===== config.mk =====
export PLATFORM = sky130hd
export DESIGN_NAME = plcp_frame_tx
export DESIGN_NICKNAME = d
export VERILOG_FILES = /design/src/rtl/wifi_tx_pkg.sv /design/src/rtl/frame_scrambler.sv /design/src/rtl/plcp_frame_tx.sv
export SDC_FILE = /design/constraint.sdc
export NUM_CORES = 1
export LEC_CHECK = 0
export ABC_AREA = 1
export BUFFER_PORTS_ARGS = -buffer_cell sky130_fd_sc_hd__buf_2
export CORE_MARGIN = 2
export CORE_UTILIZATION = 65
export CTS_CLUSTER_SIZE = 14
export DETAILED_ROUTE_END_ITERATION = 10
export PLACE_DENSITY = 0.85
export SLEW_MARGIN = 5
export SYNTH_ARGS = -nofsm -noshare
export SYNTH_HDL_FRONTEND = slang
export SYNTH_SLANG_ARGS = --single-unit

===== constraint.sdc =====
create_clock -name Clock -period 5.5 [get_ports Clock]
set_input_delay 0.275 -clock Clock [delete_from_list [all_inputs] [get_ports Clock]]
set_output_delay 0.275 -clock Clock [all_outputs]
set_load 0.005 [all_outputs]

===== src/rtl/wifi_tx_pkg.sv =====
// wifi_tx_pkg: state encodings, field widths, RATE codes and data-bits-per-symbol lookup for the PLCP framer
package wifi_tx_pkg;
  typedef logic [3:0] state_t;
  localparam state_t S_IDLE    = 4'd0;
  localparam state_t S_PRE     = 4'd1;
  localparam state_t S_RATE    = 4'd2;
  localparam state_t S_RSVD    = 4'd3;
  localparam state_t S_LEN     = 4'd4;
  localparam state_t S_PAR     = 4'd5;
  localparam state_t S_SIGTAIL = 4'd6;
  localparam state_t S_SERV    = 4'd7;
  localparam state_t S_PSDU    = 4'd8;
  localparam state_t S_TAIL    = 4'd9;
  localparam state_t S_PAD     = 4'd10;
  localparam state_t S_DONE    = 4'd11;
  localparam int W_RATE    = 4;
  localparam int W_RSVD    = 1;
  localparam int W_LEN     = 12;
  localparam int W_PAR     = 1;
  localparam int W_SIGTAIL = 6;
  localparam int W_SERV    = 16;
  localparam int W_TAIL    = 6;
  localparam logic [0:3] RATE_6  = 4'b1101;
  localparam logic [0:3] RATE_9  = 4'b1111;
  localparam logic [0:3] RATE_12 = 4'b0101;
  localparam logic [0:3] RATE_18 = 4'b0111;
  localparam logic [0:3] RATE_24 = 4'b1001;
  localparam logic [0:3] RATE_36 = 4'b1011;
  localparam logic [0:3] RATE_48 = 4'b0001;
  localparam logic [0:3] RATE_54 = 4'b0011;
  localparam logic [7:1] DEFAULT_SEED = 7'h7F;
  function automatic logic [7:0] n_dbps(input logic [0:3] rate);
    case (rate)
      RATE_9:  return 8'd36;
      RATE_12: return 8'd48;
      RATE_18: return 8'd72;
      RATE_24: return 8'd96;
      RATE_36: return 8'd144;
      RATE_48: return 8'd192;
      RATE_54: return 8'd216;
      default: return 8'd24;
    endcase
  endfunction
endpackage


===== src/rtl/frame_scrambler.sv =====
// frame_scrambler: x^7+x^4+1 additive scrambler; Out is the combinational scrambled version of In
module frame_scrambler (
  input  logic       Clock,
  input  logic       Reset,
  input  logic       Load,
  input  logic [7:1] Seed,
  input  logic       Enable,
  input  logic       In,
  output logic       Out
);
  logic [7:1] s;
  logic fb;
  assign fb  = s[7] ^ s[4];
  assign Out = In ^ fb;
  always_ff @(posedge Clock or posedge Reset)
    if (Reset) s <= '0;
    else if (Load) s <= Seed;
    else if (Enable) s <= {s[6:1], fb};
endmodule


===== src/rtl/plcp_frame_tx.sv =====
// plcp_frame_tx: 802.11a PLCP transmit framer/serialiser (preamble, SIGNAL, scrambled DATA)
// Define PAD_BITS_EN to pad the DATA field to a whole number of OFDM symbols.
module plcp_frame_tx
  import wifi_tx_pkg::*;
#(
  parameter int         PREAMBLE_BITS = 96,
  parameter logic [7:0] PREAMBLE_BYTE = 8'hAA
) (
  input  logic        Clock,
  input  logic        Reset,
  input  logic        Start,
  input  logic [0:3]  Rate,
  input  logic [0:11] Length,
  input  logic [7:1]  Init,
  input  logic [7:0]  PsduData,
  input  logic        PsduValid,
  output logic        PsduReady,
  output logic        Output,
  output logic        OutValid,
  output logic        Busy,
  output logic        Done
);
  state_t state, nxt, tail_nxt;
  logic [14:0] cnt, flen;
  logic [0:3] rate_q;
  logic [0:11] len_q;
  logic [7:1] seed_q;
  logic hold_full;
  logic [7:0] hold, shift;
  logic [11:0] req;
  logic boundary, stall, emit, scr_en, last, adv, d, scr_out;
  assign boundary  = state == S_PSDU && cnt[2:0] == 3'd0;
  assign stall     = boundary && !hold_full;
  assign emit      = state >= S_PRE && state <= S_PAD && !stall;
  assign scr_en    = emit && (state == S_SERV || state == S_PSDU || state == S_PAD);
  assign last      = cnt == flen - 15'd1;
  assign PsduReady = (state == S_SERV || state == S_PSDU) && !hold_full && req < len_q;
  assign nxt = state == S_SERV && len_q == 12'd0 ? S_TAIL : state == S_TAIL ? tail_nxt : state + 4'd1;
  always_comb begin
    flen = 15'd1;
    case (state)
      S_PRE:     flen = 15'(PREAMBLE_BITS);
      S_RATE:    flen = 15'(W_RATE);
      S_RSVD:    flen = 15'(W_RSVD);
      S_LEN:     flen = 15'(W_LEN);
      S_PAR:     flen = 15'(W_PAR);
      S_SIGTAIL: flen = 15'(W_SIGTAIL);
      S_SERV:    flen = 15'(W_SERV);
      S_PSDU:    flen = {len_q, 3'b000};
      S_TAIL:    flen = 15'(W_TAIL);
      default:   flen = 15'd1;
    endcase
  end
  always_comb begin
    d = 1'b0;
    case (state)
      S_PRE:  d = PREAMBLE_BYTE[~cnt[2:0]];
      S_RATE: d = rate_q[cnt[1:0]];
      S_LEN:  d = len_q[cnt[3:0]];
      S_PAR:  d = ^{rate_q, len_q};
      S_PSDU: d = boundary ? hold[0] : shift[0];
      default: d = 1'b0;
    endcase
  end
`ifdef PAD_BITS_EN
  logic [7:0] sym, sym_nxt, ndbps;
  assign ndbps    = n_dbps(rate_q);
  assign sym_nxt  = sym == ndbps - 8'd1 ? 8'd0 : sym + 8'd1;
  assign adv      = state == S_PAD ? sym_nxt == 8'd0 : last;
  assign tail_nxt = sym_nxt == 8'd0 ? S_DONE : S_PAD;
  always_ff @(posedge Clock or posedge Reset)
    if (Reset) sym <= '0;
    else if (state == S_IDLE) sym <= '0;
    else if (emit && state >= S_SERV) sym <= sym_nxt;
`else
  assign adv      = last;
  assign tail_nxt = S_DONE;
`endif
  frame_scrambler u_scr (
    .Clock  (Clock),
    .Reset  (Reset),
    .Load   (emit && state == S_SIGTAIL && last),
    .Seed   (seed_q),
    .Enable (scr_en),
    .In     (d),
    .Out    (scr_out)
  );
  always_ff @(posedge Clock or posedge Reset)
    if (Reset) begin
      state     <= S_IDLE;
      cnt       <= '0;
      rate_q    <= '0;
      len_q     <= '0;
      seed_q    <= '0;
      hold_full <= 1'b0;
      hold      <= '0;
      shift     <= '0;
      req       <= '0;
      Output    <= 1'b0;
      OutValid  <= 1'b0;
      Busy      <= 1'b0;
      Done      <= 1'b0;
    end else begin
      OutValid <= emit;
      Output   <= emit && (scr_en ? scr_out : d);
      Done     <= state == S_DONE;
      if (state == S_IDLE && Start) begin
        Busy   <= 1'b1;
        state  <= S_PRE;
        cnt    <= '0;
        rate_q <= Rate;
        len_q  <= Length;
        seed_q <= Init == 7'd0 ? DEFAULT_SEED : Init;
        req    <= '0;
      end
      if (state == S_DONE) begin
        Busy  <= 1'b0;
        state <= S_IDLE;
      end
      if (emit) begin
        if (adv) begin
          state <= nxt;
          cnt   <= '0;
        end else cnt <= cnt + 15'd1;
      end
      if (emit && state == S_PSDU) shift <= boundary ? hold >> 1 : shift >> 1;
      // ready implies an empty hold, so a fill and a drain never coincide
      if (PsduValid && PsduReady) begin
        hold      <= PsduData;
        hold_full <= 1'b1;
        req       <= req + 12'd1;
      end else if (emit && boundary) hold_full <= 1'b0;
    end
endmodule

# Yosys cells after proc, flatten, opt, wreduce, memory -nomap -nowiden
# Memory sizes are Yosys's and may differ from the RTL's.
# Cells that the tools add are included.
dict set report totals {
  reg_bits 82
  romBits 8
  inputBits 35
  out_inout_bits 5
  elab_cells 101
  memories 1
}
# name words word_bits rd rd_clocked_by_memory_dff write_ports line
set mem_list {}
lappend mem_list {{(no name shown)} 8 1 1 0 0 plcp_frame_tx.sv:57} ;# S_PRE: d = PREAMBLE_BYTE[~cnt[2:0]];
dict set report classes {
  add_sub_neg 4
  order_cmp 6
  eq_ne 11
  muxes 30
  n_bitwise 5
  reduce_logical 30
}
# operator count
set ops {}
lappend ops {{one-hot mux 15 bit (6 select lines)} 1}
lappend ops {{two-way mux 15 bit} 3}
lappend ops {{two-way mux 7 bit} 4}
lappend ops {{two-way mux 12 bit} 2}
lappend ops {{two-way mux 4 bit} 6}
lappend ops {{equality test 4 x 3 -> 1 bit (second input constant)} 4}
lappend ops {{equality test 4 bit (second input constant)} 4}
lappend ops {{parity 16 bit} 1}
lappend ops {{adder 15 x 1 -> 15 bit (second input constant)} 1}
lappend ops {{equality test 15 bit} 1}
lappend ops {{logical AND 1 bit} 15}
lappend ops {{subtractor 15 x 1 -> 15 bit (second input constant)} 1}
lappend ops {{adder 12 x 1 -> 12 bit (second input constant)} 1}
lappend ops {{logical NOT 12 bit} 1}
lappend ops {{less-than comparator 12 bit} 1}
lappend ops {{two-way mux 1 bit} 11}
lappend ops {{nonzero test 2 bit} 5}
lappend ops {{logical NOT 7 bit} 1}
lappend ops {{>= comparator 5 bit (second input constant)} 1}
lappend ops {{NOT 4 -> 5 bit} 1}
lappend ops {{one-hot mux 1 bit (5 select lines)} 1}
lappend ops {{adder 4 x 1 -> 4 bit (second input constant)} 1}
lappend ops {{binary-select mux 1 bit (select 4 bit)} 1}
lappend ops {{equality test 4 x 1 -> 1 bit (second input constant)} 1}
lappend ops {{other kinds (14)} 17}

# Logic depth before layout (Yosys ltp)
# Gate-level depths: netlist of the first run.
dict set report depth {
  ltp_word 8
  depth_mapped 19
}

# Cells and area by module
# A second synthesis of the first run with hierarchy kept.
dict set report unflattened {
  cells_unflattened 712
  area_unflattened_um2 5237.5
}
# module n_inst cells_each area_each_um2 seq_area_each_um2
set by_module_without_submodules {}
lappend by_module_without_submodules {plcp_frame_tx 1 663 4873.4 1851.8}
lappend by_module_without_submodules {frame_scrambler 1 49 364.1 175.2}

# Worst setup path before layout of the first run
# No wires, ideal clock.
dict set report synth_timing {
  path_type {register -> register}
  start {register state[0]}
  end {register u_scr.s[6] in the netlist's numbering}
  setup_time_ns 0.125
  arrival_ns 2.307
  required_ns 5.375
  path_slack_ns 3.068
  path_stages_with_launch 18
  path_buffers 1
  cell_sequence {dfrtp_1 > inv_1 > ha_1 > buf_2 > nand3_1 > nand2_2 > nor2_8 > nand3_1 > nor2_2 > nand3_1 > nand2_1 > nand2_1 > nor2_1 > nand2_1 > nor2_4 > nand3_1 > nand3_1 > nand3_1}
}
dict set report synth_between {
  elab_chain_len 8
  word_cells_on_any_way 26
}
# item line
set synth_lines {}
lappend synth_lines {{start, declared} plcp_frame_tx.sv:23} ;# state_t state, nxt, tail_nxt;
lappend synth_lines {{start signal, assigned} plcp_frame_tx.sv:122} ;# state <= nxt;
lappend synth_lines {{branches (longest 8 deep; another with subtractor 15 x 1 -> 15 bit)} -}
lappend synth_lines {{end signal, assigned} frame_scrambler.sv:18} ;# else if (Enable) s <= {s[6:1], fb};
lappend synth_lines {{end, declared} frame_scrambler.sv:11} ;# logic [7:1] s;
# Parallel ways; which one is timed is not known.
# A chain may end at the register's enable or synchronous reset.

# Final worst setup path of the first run
dict set report layout_timing {
  start {register cnt[0]}
  end {register u_scr.s[7] in the netlist's numbering}
}
dict set report layout_between {
  elab_chain_len 8
  word_cells_on_any_way 11
}
# item line
set layout_lines {}
lappend layout_lines {{start, declared} plcp_frame_tx.sv:24} ;# logic [14:0] cnt, flen;
lappend layout_lines {{start signal, assigned} plcp_frame_tx.sv:124} ;# end else cnt <= cnt + 15'd1;
lappend layout_lines {{logical NOT 3 bit} plcp_frame_tx.sv:32} ;# assign boundary = state == S_PSDU && cnt[2:0] == 3'd0;
lappend layout_lines {{logical AND 1 bit} plcp_frame_tx.sv:32}
lappend layout_lines {{logical AND 1 bit} plcp_frame_tx.sv:33} ;# assign stall = boundary && !hold_full;
lappend layout_lines {{logical NOT 1 bit} plcp_frame_tx.sv:34} ;# assign emit = state >= S_PRE && state <= S_PAD && !stall;
lappend layout_lines {{logical AND 1 bit} plcp_frame_tx.sv:34}
lappend layout_lines {{logical AND 1 bit (2 in series)} plcp_frame_tx.sv:82} ;# .Load (emit && state == S_SIGTAIL && last),
lappend layout_lines {{two-way mux 7 bit / nonzero test 2 bit (equally long branches)} -}
# Several ways; a longest one is shown, not always the timed one.

==> qor.txt, run 1 <==
CRITICAL PATH
----------------------------------------------------------------------------------
Arrival time of data at the critical path endpoint                         3.45 ns
CP max FO                                                                       15
Reg-to-reg setup timing slack                                              2.30 ns
Kind of critical path                                                      reg2reg
Reg2reg start                                                               cnt[0]
Cell count of the worst reg-to-reg path                                          8
Required time of the worst setup path                                      5.75 ns
Setup crit start kind                                                         flop
Crit path capture type                                                        flop
Worst reg2reg endpoint                                                  u_scr.s[7]

GRT
----------------------------------------------------------------------------------
Vias in the first global route                                                4666
Antenna violations before repair                                                 0
GRT overflow                                                                     0
Overall routing resource usage                                               0.303
Pin count of the biggest net entering global routing                            82
Global-route wire length before repair                                    21100 um

CLOCKING
----------------------------------------------------------------------------------
Clock-pin slew on the worst setup and hold paths                           0.09 ns
Number of sinks driven by the clock tree                                        81
Clock tree from TritonCTS                                                      yes
CTS H-Tree Depth                                                                 3
Clock buffer count from CTS                                                      9
CTS Hold Buffers Added                                                           0
Post CTS Setup Buffer Count                                                      0
Gates resized, CTS repair                                                        0
Clock root buffer                                                         clkbuf_8
Clock latency of the later-clocked register in the worst-skew pair         0.36 ns
Maximum clock insertion buffer count                                             2

TIMING
----------------------------------------------------------------------------------
Skew final                                                               0.0121 ns
Unrepaired setup endpoints after global routing                              false
Relative slew slack                                                          0.263
Count of endpoints failing hold in the final timing report                       0
Actual transition at the worst max-transition pin                          1.10 ns
Final critical-path share of the clock period                                0.582
Total setup violations reported at the end of the flow                           0
Maximum achievable frequency                                             0.312 GHz
Fin Setup TNS                                                                 0 ns
Number of pins exceeding their max-slew limit in the final report                0
Post-layout minimum cycle time                                             3.20 ns
Min Hold Slack                                                            0.119 ns

OUTCOME
----------------------------------------------------------------------------------
Outcome                                                               finished, final reports clean

YOSYS
----------------------------------------------------------------------------------
Number of enable flip-flop cells after synthesis                                 0
Most instantiated flip-flop cell in the synthesis netlist                  dfrtp_1
Syn. warnings                                                                    0
Seq/Total Area, Yosys                                                        0.383
Cell accounting for the most synthesized area                              dfrtp_1
Number of library cell types mapped by synthesis                                41
Average cell area after synthesis                                        7.58 um^2
Post-synthesis instance area                                             5290 um^2
Cell with the most instances after synthesis                               nand2_1
Top cells by area, synth                                              dfrtp_1 38%, nand2_1 12%, nand3_1 6.7%
Number of nets produced by synthesis                                           758
Top cell type's share of synthesized area                                    0.383
Leading post-synthesis cells by instance count                        169 x nand2_1, 81 x dfrtp_1, 76 x inv_1
Share of synthesized flip-flops with an asynchronous set or reset             1.00
Number of cells produced by synthesis                                          698
Flops & latches, synth                                                          81

ROUTE
----------------------------------------------------------------------------------
Total length of routed wires                                              12300 um
Remaining antenna violation count after routing                                  0
Via density                                                                   5.75
Average wire per cell in the routed design                                 14.7 um
Detailed-route DRC error count                                                   0
Via Count                                                                     4809
TritonRoute pass-1 iters                                                         5
Number of DRC violations after detailed-routing iteration 0                    336

FLOORPLANNING
----------------------------------------------------------------------------------
Vert. Die Dim                                                              94.2 um
Die area                                                                 8880 um^2
Floorplan die width                                                        94.2 um
Initial Utilization                                                          0.678
Area of the core region                                                  7810 um^2
Number of cell rows                                                             32
Top-level port count                                                            40

FINAL LAYOUT
----------------------------------------------------------------------------------
Ratio of cells with drive above 1 in the final layout                        0.114
Total inserted antenna cells                                                     0
Number of standard cells in the layout, taps in and fillers out                837
Net count of the finished layout                                               790
Area occupied by multi-input gates                                       2860 um^2
Register area                                                            2030 um^2
Signed area change from the synthesized netlist to the final layout          7.99%
# fillers                                                                      627
Final core utilization                                                       0.732

POWER AND IR DROP
----------------------------------------------------------------------------------
Areal power density over the cells                                     274 nW/um^2
Lkg Pwr                                                                 0.00288 uW
Worst vdd ir                                                            0.000227 V

PLACE
----------------------------------------------------------------------------------
Cell total after placement                                                     821
Final weighted congestion in routability-driven placement                    0.944
Post-DP HPWL                                                               9310 um
Count of input and output buffers                                               39

WORST HOLD PATH
----------------------------------------------------------------------------------
Min-delay worst type                                                        in2reg
Number of cells on the worst hold path                                           3
Beginning of the worst hold path                                        Length[11]
Terminating pin of the worst hold path                                   len_q[11]

JOB
----------------------------------------------------------------------------------
Max Cap Violations                                                               0

## report_power, final
part	internal [uW]	switching, uW	leakage (uW)
clock network	179	228	0.0000863
logic	152	253	0.00182
registers	677	74.4	0.000976
## worst max path at each step
stage                         from    endpoint  slack (ns)  cells after the start
after floorplan           state[0]  u_scr.s[6]        3.07                     17
after global placement      cnt[0]  u_scr.s[7]        2.39                      8
after detailed placement    cnt[0]  u_scr.s[6]        2.34                      8
after CTS                   cnt[0]  u_scr.s[6]        2.34                      8
after global routing      state[1]    state[0]        1.93                      6
final                       cnt[0]  u_scr.s[7]        2.30                      8
## metal layers
| metal | part of all wire | GRT usage | up-vias |
|---|---|---|---|
| li1 | - | - | 2381 |
| met1 | 0.43 | 0.388 | 2269 |
| met2 | 0.50 | 0.525 | 134 |
| met3 | 0.046 | 0.0337 | 25 |
| met4 | 0.021 | 0.118 | 0 |
| met5 | 0 | 0 | - |
## stage by stage
stage / power, uW / area (um^2) / setup WS [ns]
2_1_floorplan: 1050 / 5290 / 3.07
3_3_place_gp: 1140 / 5540 / 2.39
3_5_place_dp: 1160 / 5540 / 2.34
4_1_cts: 1560 / 5710 / 2.34
5_1_grt: 1660 / 5710 / 1.93
6_report: 1560 / 5710 / 2.30
## final cells by class
cell class,count,share of cell area
well taps,102,0.0223
clock buffers,11,0.0247
repair buffers,40,0.0355
multi-input cells,514,0.500
inverters,84,0.0558
flip-flops and latches,81,0.355
clock inverters,5,0.00657
## cells by family (layout without fill, tap and decap cells)
logic type      Yosys count  count (layout)  synth area share
flops                    81              81             0.383
compound gates          119             119             0.125
fa+ha+maj                25              25            0.0591
simple gates            334             334             0.296
buf+inv                 103             140            0.0766
xor+xnor                 36              36            0.0596
## cells in the final DEF (no fill, tap or decap), types with 4 or more instances in the layout
cell      Yosys  final
o211ai_1      7      7
ha_1         25     25
nand4_1      22     22
dfrtp_1      81     81
a21oi_1      23     23
nor2_2        4      4
o22ai_1      12     12
buf_2         1     39
xor2_1       26     26
nand3_1      71     71
inv_1        76     75
inv_2         4      4
nand2_1     169    169
nor2_1       42     42
xnor2_1      10     10
clkbuf_8      0     10
o21ai_0      65     65
## worst max-delay path, stage by stage, from the launching register on
cell,delay [ns]
dfrtp_1,0.64
clkinv_1,0.37
ha_1,0.32
nand3_1,0.45
o21ai_4,0.20
a21oi_1,0.47
clkinv_1,0.37
nand3_1,0.18
nand3_1,0.08
## sequential cells by signal, summed over array words and instances, names as in the netlist
signal / flops
cnt: 15
rate_q: 4
seed_q: 7
req: 12
Busy: 1
u_scr.s: 7
Done: 1
OutValid: 1
hold: 8
Output: 1
hold_full: 1
shift: 7
len_q: 12
state: 4
Note: power is estimated with default switching activity, not from simulation.
==> inputs of run 2 (changes only) <==
--- a/config.mk
+++ b/config.mk
@@ -8,10 +8,10 @@
 export ABC_AREA = 1
 export BUFFER_PORTS_ARGS = -buffer_cell sky130_fd_sc_hd__buf_2
 export CORE_MARGIN = 2
-export CORE_UTILIZATION = 65
+export CORE_UTILIZATION = 55
 export CTS_CLUSTER_SIZE = 14
 export DETAILED_ROUTE_END_ITERATION = 10
-export PLACE_DENSITY = 0.85
+export PLACE_DENSITY = 0.77
 export SLEW_MARGIN = 5
 export SYNTH_ARGS = -nofsm -noshare
 export SYNTH_HDL_FRONTEND = slang
==> constraint.sdc (replaced) <==
create_clock -name Clock -period 2.6 [get_ports Clock]
set_input_delay 0.13 -clock Clock [delete_from_list [all_inputs] [get_ports Clock]]
set_output_delay 0.13 -clock Clock [all_outputs]
set_load 0.005 [all_outputs]
==> qor.txt, run 2 (synthesis results as in run 1) <==
CRITICAL PATH
------------------------------------------------------------------------------------
Worst reg2reg endpoint                                                      state[3]
Kind of critical path                                                        reg2reg
Critical path's top delay family                                        simple AND/OR/NAND/NOR gates
Reg-to-reg setup timing slack                                               -0.03 ns
CP max FO                                                                          7
Setup crit start kind                                                           flop
Required time of the worst setup path                                        2.90 ns
Count of buffering cells on the critical path with inverters included              2
Crit path capture type                                                          flop
Slowest Stage Delay on Critical Path                                         0.42 ns
CP cell instances                                                       buf_4, ha_4, nand2_1, nand2_4, nor2_8, inv_4, nand2_1, nand2_1, xor2_1, nor2_1, nand3_2, nor2_4, nand2_4, nor2_8, o21ai_1, o21ai_1
Arrival time of data at the critical path endpoint                           2.93 ns
Reg2reg start                                                               state[1]
Worst path most repeated cell                                                nand2_1
Cell count of the worst reg-to-reg path                                           16
Worst Setup SP                                                              state[1]
Highest-delay cell along the critical path                                   dfrtp_1

POWER AND IR DROP
------------------------------------------------------------------------------------
Net switching power                                                          1280 uW
Proportion of power drawn by combinational gates                               0.285
Areal power density over the cells                                       565 nW/um^2
Clock Power Share                                                              0.292
Switch share                                                                   0.344
Lkg Pwr                                                                   0.00321 uW
Design internal power                                                        2430 uW
Sequential power share                                                         0.423
Worst vdd ir                                                              0.000371 V

TIMING
------------------------------------------------------------------------------------
Number of pins exceeding their max-slew limit in the final report                  0
Total setup violations reported at the end of the flow                             3
Post-layout minimum cycle time                                               2.63 ns
Final critical-path share of the clock period                                   1.01
Final worst setup slack                                                   -0.0307 ns
Actual transition at the worst max-transition pin                           0.731 ns
Maximum achievable frequency                                               0.380 GHz
Min Hold Slack                                                            0.00163 ns
Relative slew slack                                                            0.508
Count of endpoints failing hold in the final timing report                         0
Unrepaired setup endpoints after global routing                                 true
Skew final                                                                 0.0161 ns

ROUTE
------------------------------------------------------------------------------------
Via Count                                                                       5274
Average wire per cell in the routed design                                   15.9 um
Number of DRC violations after detailed-routing iteration 0                      412
Top layer used by detailed routing                                              met4
Total length of routed wires                                                14600 um
Remaining antenna violation count after routing                                    0
Detailed-route DRC error count                                                     0
Met3 wire length                                                              834 um
Met1 routed wirelength after detailed routing                                5840 um
TritonRoute pass-1 iters                                                           5
Met2 wirelength from detailed routing                                        7200 um
Via density                                                                     5.74

CLOCKING
------------------------------------------------------------------------------------
Maximum clock insertion buffer count                                               2
Clock root buffer                                                           clkbuf_8
Clock-pin slew on the worst setup and hold paths                             0.10 ns
Number of sinks driven by the clock tree                                          81
CTS H-Tree Depth                                                                   3
Clock latency of the later-clocked register in the worst-skew pair           0.37 ns
Clock tree from TritonCTS                                                        yes
Clock buffer count from CTS                                                        9

OUTCOME
------------------------------------------------------------------------------------
Outcome                                                                 finished with violations
Violations in the final reports                                         setup timing

FLOORPLANNING
------------------------------------------------------------------------------------
Area of the core region                                                    9280 um^2
Number of cell rows                                                               35
Initial Utilization                                                            0.570
Top-level port count                                                              40
Vert. Die Dim                                                                 102 um
Die area                                                                  10400 um^2
Floorplan die width                                                           102 um

GRT
------------------------------------------------------------------------------------
Overall routing resource usage                                                 0.288
GRT overflow                                                                       0
Pin count of the biggest net entering global routing                              43
Global-route wire length before repair                                      23600 um
Antenna violations before repair                                                   0
Vias in the first global route                                                  5130

PLACE
------------------------------------------------------------------------------------
Final weighted congestion in routability-driven placement                       1.02
Post-Place Setup Slack                                                     -0.122 ns
Cell total after placement                                                       871
Count of input and output buffers                                                 39
Placement-stage cell area                                                  5750 um^2
Post-DP HPWL                                                                10000 um

FINAL LAYOUT
------------------------------------------------------------------------------------
Leading cell types in the layout, fill and taps excluded                161 x nand2_1, 78 x dfrtp_1, 71 x inv_1
Biggest registers after layout                                          cnt: 15 flops, len_q: 12 flops, req: 12 flops
Most flops, register                                                             cnt
Final standard cell area without fillers                                   6560 um^2
Leading cell type in the layout, fill and taps excluded                      nand2_1
Total inserted antenna cells                                                       0
Ratio of cells with drive above 1 in the final layout                          0.208
Max FFs per register                                                              15
Net count of the finished layout                                                 846
Signed area change from the synthesized netlist to the final layout            23.9%
Number of standard cells in the layout, taps in and fillers out                  919

WORST HOLD PATH
------------------------------------------------------------------------------------
Beginning of the worst hold path                                         PsduData[4]
Terminating pin of the worst hold path                                       hold[4]
Min-delay worst type                                                          in2reg
Number of cells on the worst hold path                                             3

JOB
------------------------------------------------------------------------------------
Max Cap Violations                                                                 0

run 2: changes by cell type in the layout (fill, tap and decap cells not counted), moves of 5 or more:
| cell | before | now |
|---|---|---|
| buf_4 | 1 | 31 |
| dlygate4sd3_1 | 0 | 20 |
| nand2_1 | 169 | 161 |
| nand2_2 | 3 | 8 |
| nand3_1 | 71 | 62 |
| nand3_2 | 2 | 8 |
| nor2_1 | 42 | 34 |
| nor2_4 | 3 | 9 |
| o21ai_0 | 65 | 60 |
run 2: worst register-to-register path, cell delays in order, from the launching register on:
cell	delay, ns
dfrtp_1	0.42
buf_4	0.16
ha_4	0.17
nand2_1	0.13
nand2_4	0.09
nor2_8	0.16
inv_4	0.07
nand2_1	0.06
nand2_1	0.09
xor2_1	0.15
nor2_1	0.21
nand3_2	0.14
nor2_4	0.24
nand2_4	0.14
nor2_8	0.15
o21ai_1	0.09
o21ai_1	0.09
run 2: area by class of cell:
type,count,area [um^2]
Fill cell,732,2730
Tap cell,129,161
Timing Repair Buffer,95,693
Clock inverter,5,88.8
Sequential cell,81,2030
Multi-Input combinational cell,515,3120
Inverter,84,327
Clock buffer,10,138
run 2: metal layers:
| metal | track usage | up-vias |
|---|---|---|
| met5 | 0 | - |
| met4 | 0.132 | 0 |
| met3 | 0.0465 | 70 |
| met2 | 0.497 | 206 |
| met1 | 0.354 | 2504 |
| li1 | - | 2494 |
run 2: how the worst max path moves through the flow:
stage,depth (start not counted),to,slack [ns]
floorplan,17,u_scr.s[6],0.17
global placement,16,u_scr.s[7],-0.02
detailed placement,14,u_scr.s[6],-0.12
CTS,16,state[0],0.01
global route,17,state[3],-0.21
finish,16,state[3],-0.03
run 2: what timing repair did:
action | CTS | global route
resized for setup | 20 | 53
hold endpoints to repair | 58 | 0
pin swaps | 11 | 27
hold buffers | 20 | 0
endpoints found under the setup margin | 25 | 29
setup buffers | 5 | 7
cloned | 1 | 0
run 2: per-stage QoR:
step                total power, uW  TNS, ns   util
detailed placement             2560    -1.50  0.620
global placement               2510  -0.0301  0.620
finish                         3700  -0.0728  0.706
global route                   3920    -3.91  0.706
floorplan                      2220        0      -
CTS                            3640        0  0.679
run 2: power groups by stage:
stage	clock network [uW]	registers, uW	logic, uW
after floorplan	0	1540	679
after global placement	0	1580	932
after detailed placement	0	1590	967
after CTS	1080	1560	996
after global routing	1140	1590	1190
final	1080	1570	1050
